### src/rtl/gmii_to_pkt_134b.sv
// GMII receive packer: strips preamble/SFD and packs frame bytes (FCS
// included) into 134-bit packet words {tag[1:0], vld[3:0], data[127:0]}.
// A full 16-byte word is held in a pending register until either the next
// data byte arrives (middle/head word) or the frame ends (tail word), so
// that the tail tag can be applied to the last word without lookahead.
module gmii_to_pkt_134b #(
    parameter int MAX_BYTES = 2047
) (
    input  logic         clk,
    input  logic         rst_n,
    input  logic [7:0]   gmii_data,
    input  logic         gmii_data_valid,
    output logic         pkt_data_valid,
    output logic [133:0] pkt_data,
    output logic [31:0]  cnt_pkt,
    output logic [31:0]  cnt_err_pkt
);

    localparam int K_W = $clog2(MAX_BYTES + 1);
    localparam logic [K_W-1:0] MAX_K = K_W'(MAX_BYTES);

    typedef enum logic [1:0] {
        IDLE     = 2'd0,
        PREAMBLE = 2'd1,
        DATA     = 2'd2,
        DROP     = 2'd3
    } state_t;

    state_t         state, state_next;
    logic [127:0]   asm_word, asm_word_next;
    logic [127:0]   pend_word, pend_word_next;
    logic           pend_full, pend_full_next;
    logic           first_word, first_word_next;
    logic           overflow, overflow_next;
    logic [K_W-1:0] byte_cnt, byte_cnt_next;
    logic           pkt_data_valid_next;
    logic [133:0]   pkt_data_next;
    logic [31:0]    cnt_pkt_next, cnt_err_pkt_next;
    logic [127:0]   asm_with_byte;

    // Current word with the incoming byte dropped into its lane (byte 0 in the MSBs)
    assign asm_with_byte = asm_word | ({gmii_data, 120'd0} >> {byte_cnt[3:0], 3'b000});

    // State register
    always_ff @(posedge clk or negedge rst_n) begin
        if (!rst_n) begin
            state <= IDLE;
        end else begin
            state <= state_next;
        end
    end

    // Datapath, output and counter registers
    always_ff @(posedge clk or negedge rst_n) begin
        if (!rst_n) begin
            asm_word       <= '0;
            pend_word      <= '0;
            pend_full      <= 1'b0;
            first_word     <= 1'b0;
            overflow       <= 1'b0;
            byte_cnt       <= '0;
            pkt_data_valid <= 1'b0;
            pkt_data       <= '0;
            cnt_pkt        <= '0;
            cnt_err_pkt    <= '0;
        end else begin
            asm_word       <= asm_word_next;
            pend_word      <= pend_word_next;
            pend_full      <= pend_full_next;
            first_word     <= first_word_next;
            overflow       <= overflow_next;
            byte_cnt       <= byte_cnt_next;
            pkt_data_valid <= pkt_data_valid_next;
            pkt_data       <= pkt_data_next;
            cnt_pkt        <= cnt_pkt_next;
            cnt_err_pkt    <= cnt_err_pkt_next;
        end
    end

    // Next-state, packing and emission decisions
    always_comb begin
        state_next          = state;
        asm_word_next       = asm_word;
        pend_word_next      = pend_word;
        pend_full_next      = pend_full;
        first_word_next     = first_word;
        overflow_next       = overflow;
        byte_cnt_next       = byte_cnt;
        pkt_data_valid_next = 1'b0;
        pkt_data_next       = pkt_data;
        cnt_pkt_next        = cnt_pkt;
        cnt_err_pkt_next    = cnt_err_pkt;

        case (state)
            IDLE: begin
                if (gmii_data_valid) begin
                    if (gmii_data == 8'h55) begin
                        state_next = PREAMBLE;
                    end else begin
                        state_next       = DROP;
                        cnt_err_pkt_next = cnt_err_pkt + 32'd1;
                    end
                end
            end

            PREAMBLE: begin
                if (!gmii_data_valid) begin
                    state_next       = IDLE;
                    cnt_err_pkt_next = cnt_err_pkt + 32'd1;
                end else if (gmii_data == 8'hD5) begin
                    state_next      = DATA;
                    byte_cnt_next   = '0;
                    first_word_next = 1'b1;
                    pend_full_next  = 1'b0;
                    asm_word_next   = '0;
                    overflow_next   = 1'b0;
                end else if (gmii_data != 8'h55) begin
                    state_next       = DROP;
                    cnt_err_pkt_next = cnt_err_pkt + 32'd1;
                end
            end

            DATA: begin
                if (gmii_data_valid) begin
                    if (byte_cnt < MAX_K) begin
                        // A further byte proves the pending word is not the tail
                        if (pend_full) begin
                            pkt_data_valid_next = 1'b1;
                            pkt_data_next       = {1'b0, first_word, 4'hF, pend_word};
                            first_word_next     = 1'b0;
                            pend_full_next      = 1'b0;
                        end
                        if (byte_cnt[3:0] == 4'hF) begin
                            pend_word_next = asm_with_byte;
                            pend_full_next = 1'b1;
                            asm_word_next  = '0;
                        end else begin
                            asm_word_next = asm_with_byte;
                        end
                        byte_cnt_next = byte_cnt + K_W'(1);
                    end else begin
                        overflow_next = 1'b1;
                    end
                end else begin
                    state_next = IDLE;
                    if (byte_cnt[3:0] != 4'h0) begin
                        pkt_data_valid_next = 1'b1;
                        pkt_data_next       = {1'b1, first_word, 4'(byte_cnt[3:0] - 4'd1), asm_word};
                    end else if (pend_full) begin
                        pkt_data_valid_next = 1'b1;
                        pkt_data_next       = {1'b1, first_word, 4'hF, pend_word};
                    end
                    if ((byte_cnt[3:0] != 4'h0) || pend_full) begin
                        cnt_pkt_next = cnt_pkt + 32'd1;
                        if (overflow) begin
                            cnt_err_pkt_next = cnt_err_pkt + 32'd1;
                        end
                    end else begin
                        cnt_err_pkt_next = cnt_err_pkt + 32'd1;
                    end
                    asm_word_next   = '0;
                    pend_full_next  = 1'b0;
                    first_word_next = 1'b0;
                    overflow_next   = 1'b0;
                    byte_cnt_next   = '0;
                end
            end

            DROP: begin
                if (!gmii_data_valid) begin
                    state_next = IDLE;
                end
            end

            default: state_next = IDLE;
        endcase
    end

endmodule

### config.mk
export PLATFORM = sky130hd
export DESIGN_NAME = gmii_to_pkt_134b
export DESIGN_NICKNAME = d
export VERILOG_FILES = /design/src/rtl/gmii_to_pkt_134b.sv
export SDC_FILE = /design/constraint.sdc
export NUM_CORES = 1
export LEC_CHECK = 0
export ABC_AREA = 1
export CORE_ASPECT_RATIO = 1.25
export CORE_UTILIZATION = 58
export CTS_CLUSTER_SIZE = 8
export DETAILED_ROUTE_END_ITERATION = 8
export PLACE_DENSITY = 0.9
export SETUP_SLACK_MARGIN = 0.05
export SYNTH_ARGS = -nofsm -noshare
export SYNTH_HDL_FRONTEND = slang
export SYNTH_SLANG_ARGS = --single-unit
### constraint.sdc
create_clock -name clk -period 2.48 [get_ports clk]
set_input_delay 0.248 -clock clk [delete_from_list [all_inputs] [get_ports clk]]
set_output_delay 0.248 -clock clk [all_outputs]
set_load 0.02 [all_outputs]
## Word-level counts from Yosys, hierarchy flattened

Index checks and enable logic that the tools add are counted.

- Word-level logic and storage cells: 108
- Bits in registers: 471
- Output and inout bits: 199
- Input bits: 11

- Equality and inequality tests: 22
- Reduce and logical (&&, ||, !) cells: 15
- Bitwise operators: 2
- Muxes and demuxes: 52
- $lt $le $gt $ge: 1
- Shift-type cells: 1
- Add/sub/neg operators: 4

Operators by type and width:

| kind | count |
|---|---|
| $mux W134 | 5 |
| $mux W128 | 5 |
| $mux W32 | 8 |
| $pmux W128 S2 | 1 |
| $or A128 B128 Y128 | 1 |
| $shr A128 B7 Y128 | 1 |
| $pmux W32 S3 | 1 |
| $add A32 B1 Y32 const B | 2 |
| $mux W11 | 4 |
| $pmux W11 S2 | 1 |
| $ne A3 B3 Y1 const B | 6 |
| $mux W1 | 17 |
| $reduce_and A4 Y1 | 4 |
| $mux W2 | 6 |
| $ne A2 B2 Y1 const B | 6 |
| $add A11 B1 Y11 const B | 1 |
| $lt A11 B11 Y1 const B | 1 |
| $eq A8 B7 Y1 const B | 1 |
| $eq A8 B8 Y1 const B | 1 |
| $ne A8 B7 Y1 const B | 1 |
| $reduce_and A7 Y1 | 1 |
| $pmux W1 S2 | 3 |
| $pmux W2 S3 | 1 |
| $reduce_and A3 Y1 | 2 |
| other kinds (14) | 17 |

## Longest topological paths before layout

- Word-level depth: 6
- Depth in mapped cells: 12
- Mapped depth without buffers: 10

## Worst setup path before layout

No wires, ideal clock.

- Path type: register to register
- Start: register byte_cnt[1]
- End: register pkt_data[119]
- Cell stages (with the launch flop): 11
- Data required time: 2.363 ns
- Arrival: 1.703 ns
- Buffers on the path: 3
- Slack: 0.661 ns
- Library setup time: 0.117 ns
- Clock period less this slack: 1.819 ns
- Cells stage by stage: dfrtp_1 buf_4 inv_2 ha_1 nand2_1 o21ai_2 buf_2 clkbuf_1 o21ai_0 nand2_1 nand2_1

- Longest elaborated chain between the ends: 3
- Elaborated cells between the ends (all ways): 7
- Those cells by class: 1 x order compare; 1 x eq/ne; 2 x mux; 3 x reduce/logical

RTL lines:

| element | RTL line | source |
|---|---|---|
| from (decl) | 35 | `logic [K_W-1:0] byte_cnt, byte_cnt_next;` |
| from (signal assigned) | 72 | `byte_cnt <= byte_cnt_next;` |
| $lt A11 B11 Y1 or $reduce_bool A4 Y1 (tied branches) | 125, 146 |  |
| $ne A2 B1 Y1 (no source line), or another cell as far along | n/a |  |
| $reduce_and A4 Y1 (no source line) or $mux W134 (tied branches) | n/a |  |
| to (signal assigned) | 74 | `pkt_data <= pkt_data_next;` |
| to (decl) | 14 | `output logic [133:0] pkt_data,` |

Parallel ways exist; a longest one is shown, timed or not.
A chain may end at the register's enable or synchronous reset.

## Final worst setup path

- Start: register byte_cnt[1]
- End: register pend_word[113]

- Longest elaborated chain between the ends: 2
- Elaborated cells between the ends (all ways): 5
- Those cells by class: 1 x order compare; 1 x eq/ne; 1 x shift; 1 x bitwise; 1 x reduce/logical

RTL lines:

| element | RTL line | source |
|---|---|---|
| $shr A128 B7 Y128, or another cell as far along | 42 | `assign asm_with_byte = asm_word \| ({gmii_data, 120'd0} >> {byte_cnt[3:0], 3'b000});` |
| $or A128 B128 Y128 or $reduce_and A4 Y1 (tied branches) | n/a |  |
| to (signal assigned) | 68 | `pend_word <= pend_word_next;` |
| to (decl) | 31 | `logic [127:0] pend_word, pend_word_next;` |

Parallel ways exist; a longest one is shown, timed or not.

==> impl_metrics.toml <==
[yosys]
avgSynthCellArea_um2 = 7.65
synth-simple-area-share = 0.298
synthAdderAreaFrac = 0.00276
ys.flop_type = "dfrtp_1"
syn_inst = 2964
synth_edf_count = 0
syn_area_um2 = 22700
seq_area_frac_synth = 0.520
async_flop_share = 1.00
muxShareOfSynthArea = 0
synth_top_family_by_area = "simple AND/OR/NAND/NOR gates"
yosys.cell_types.count = 32
synth_xor_area_frac = 0.0131
ys_warn_count = 0
syn_nets = 2980
synth_compound_area_frac = 0.0951
ys_seq_elements = 471

[route]
routed-wl-met2_mm = 32.5
vias = 21552
top_layer_used = "met4"
wl_met3_mm = 5.95
drt_pass1_iterations = 6
wl_per_cell_um = 18.3
postRouteAntennaNets = 0
routed_wl_mm = 66.8
viasPerCell = 5.91
post-route-drc-count = 0
drtIter0Drc = 2375
drt-met1-wl_mm = 24.8

[clocking]
path_clk_slew_ns = 0.05
clock_latency_ns = 0.58
clk_path_buf_depth = 3
cts.sinks = 471
htree_levels = 3
cts_root_buf = "clkbuf_16"
cts_tree = "done"
postCtsSetupBuffers = 0
cts_buffers = 68

[cells_and_area]
post-route-cell-area_um2 = 27300
final_common_cell = "nand2_1"
multi_input_area_um2 = 9330
nNetsFinal = 3165
fillerInstances = 2833
synthToLayoutAreaGrowth_pct = 20.6
layout-drive-gt1-share = 0.0548
final-seq-area_um2 = 11800
final_cell_mix = "nand2_1, dfrtp_1, o21ai_0, nand3_1, clkdlybuf4s50_1"

[critical_path]
end_kind = "flip-flop"
cpMostUsedCell = "nand2_1"
cp_max_fo = 91
cp.required_ns = 2.93
cp_cell_sequence = "buf_4, ha_1, nand3_1, nor2_4, nand2_4, buf_12, nand2_1, nand2_1"
start_kind = "flip-flop"
path_class = "flip-flop to flip-flop"
arrival_ns = 2.79
crit_start = "byte_cnt[1]$_DFFE_PN0P_"
cpPeakStageDelay_ns = 0.37
reg2reg_from = "byte_cnt[1]$_DFFE_PN0P_"
crit_path_top_delay_cell = "dfrtp_1"

[floorplanning]
rows = 80
die_h_um = 223
die_x_um = 179
io_pins = 210
core-area_um2 = 38300
start_util = 0.592
die-area_um2 = 39900

[place]
io_buffers = 209
hpwl_mm = 42.5
dpl-instance-area_um2 = 25500
gp_congestion = 0.953

[sta]
finalCritPeriodShare = 0.945
fmax_mhz = 427
hold_viol = 0
setup_viol = 0
skew_ns = 0.0237
fin_crit_ns = 2.34
slew_violations = 0
rsz0062_at_grt = "true"
setup_tns_ns = 0
tightest_slew_ns = 0.634
relSlewSlack = 0.577

[pwr]
p_per_area_nw_per_um2 = 781
vdd_drop_max_uv = 628
total_leakage_power_nw = 13.2

[grt]
grt_pass1_wl_mm = 107
overflow = 0
grt_usage = 0.341
antenna_found_initial = 0
grt_max_degree = 95
first_global_vias = 21525

[min_path]
hold_path.class = "input pin to async pin"

[run_status]
outcome = "complete, no violations"

[run]
drv_cap = 0
==> final timing paths <==
| path | end | slack (ns) | cells after the start |
|---|---|---|---|
| setup reg to reg | pend_word[113]$_DFFE_PN0P_ | 0.14 | 8 |
| hold reg to reg | pkt_data[82]$_DFFE_PN0P_ | 0.48 | 2 |
| setup / recovery | pend_word[113]$_DFFE_PN0P_ | 0.14 | 8 |
| max in group asynchronous | asm_word[76]$_DFFE_PN0P_ | 1.32 | 3 |
| hold / removal | cnt_pkt[4]$_DFFE_PN0P_ | 0.25 | 2 |
| min in group clk | state[1]$_DFFE_PN0P_ | 0.46 | 3 |
==> layout make-up <==
| class | instances | area share |
|---|---|---|
| flip-flops and latches | 471 | 0.431 |
| multi-input cells | 2125 | 0.341 |
| repair buffers | 285 | 0.111 |
| clock buffers | 72 | 0.0651 |
| inverters | 198 | 0.0273 |
| well taps | 492 | 0.0225 |
| clock inverters | 4 | 0.00183 |
| diodes | 1 | 0.0000915 |
==> flip-flops by register name, summed over array words and instances, names as in the netlist <==
register / cells
overflow: 1
first_word: 1
state: 2
cnt_err_pkt: 32
byte_cnt: 11
pkt_data: 134
asm_word: 128
pend_full: 1
pkt_data_valid: 1
cnt_pkt: 32
pend_word: 128
==> timing repair <==
| action | 4_1_cts | 5_1_grt |
|---|---|---|
| hold buffers | 1 | 0 |
| endpoints found under the hold margin | 54 | 0 |
| gates resized for setup | 0 | 1 |
| setup endpoints to repair | 0 | 19 |
==> worst max-delay path: cells and delay by family, from the launching register on <==
family / cells / cell delay, ns
AND/OR/NAND/NOR: 5 / 0.98
flip-flops: 1 / 0.37
buffers and inverters: 2 / 0.47
adder cells (fa/ha/maj): 1 / 0.32
==> cell usage after synthesis, types with 3 or more instances <==
cell / count / area [µm²]
a21oi_1: 12 / 60.1
buf_2: 100 / 500
buf_4: 17 / 128
buf_6: 5 / 56.3
clkbuf_1: 46 / 173
dfrtp_1: 471 / 11800
ha_1: 5 / 62.6
inv_1: 190 / 713
inv_2: 6 / 22.5
nand2_1: 1184 / 4440
nand3_1: 272 / 1360
nand3b_1: 27 / 203
nand4_1: 12 / 75.1
nor2_1: 153 / 574
nor2_2: 6 / 37.5
nor3_1: 3 / 15.0
o21ai_0: 310 / 1550
o21ai_1: 89 / 445
o31ai_1: 7 / 52.6
xnor2_1: 13 / 114
xor2_1: 21 / 184
==> routing by layer <==
| layer | up-vias | global-route usage |
|---|---|---|
| li1 | 9750 | - |
| met2 | 1352 | 0.560 |
| met5 | - | 0 |
| met4 | 0 | 0.198 |
| met1 | 10175 | 0.416 |
| met3 | 275 | 0.0642 |
==> cells by family (layout without fill, tap and decap cells) <==
family          after synthesis  after routing
simple gates               1662           1662
flops                       471            471
compound gates              424            424
buf+inv                     368            559
xor+xnor                     34             34
fa+ha+maj                     5              5
other cells                   0              1
==> power breakdown <==
part           leakage, nW  total (W)  switching (W)  internal (W)
Clock                0.899    0.00826        0.00323       0.00503
Combinational         5.73    0.00488        0.00350       0.00138
Sequential            6.55    0.00823       0.000245       0.00798
Total                 13.2     0.0214        0.00697        0.0144
==> metrics by stage <==
step / power (W) / utilization / instances / hold WS, ns / setup WS [ns]
finish: 0.0214 / 0.713 / 3648 / 0.246 / 0.137
floorplan: 0.0113 / - / 2964 / -0.0476 / 0.661
detailed placement: 0.0131 / 0.665 / 3570 / 0.268 / 0.0774
global route: 0.0221 / 0.713 / 3647 / 0.298 / 0.000971
CTS: 0.0214 / 0.713 / 3647 / 0.262 / 0.145
global placement: 0.0130 / 0.665 / 3570 / 0.252 / 0.180
No activity file was read; power rests on OpenSTA's default activity.
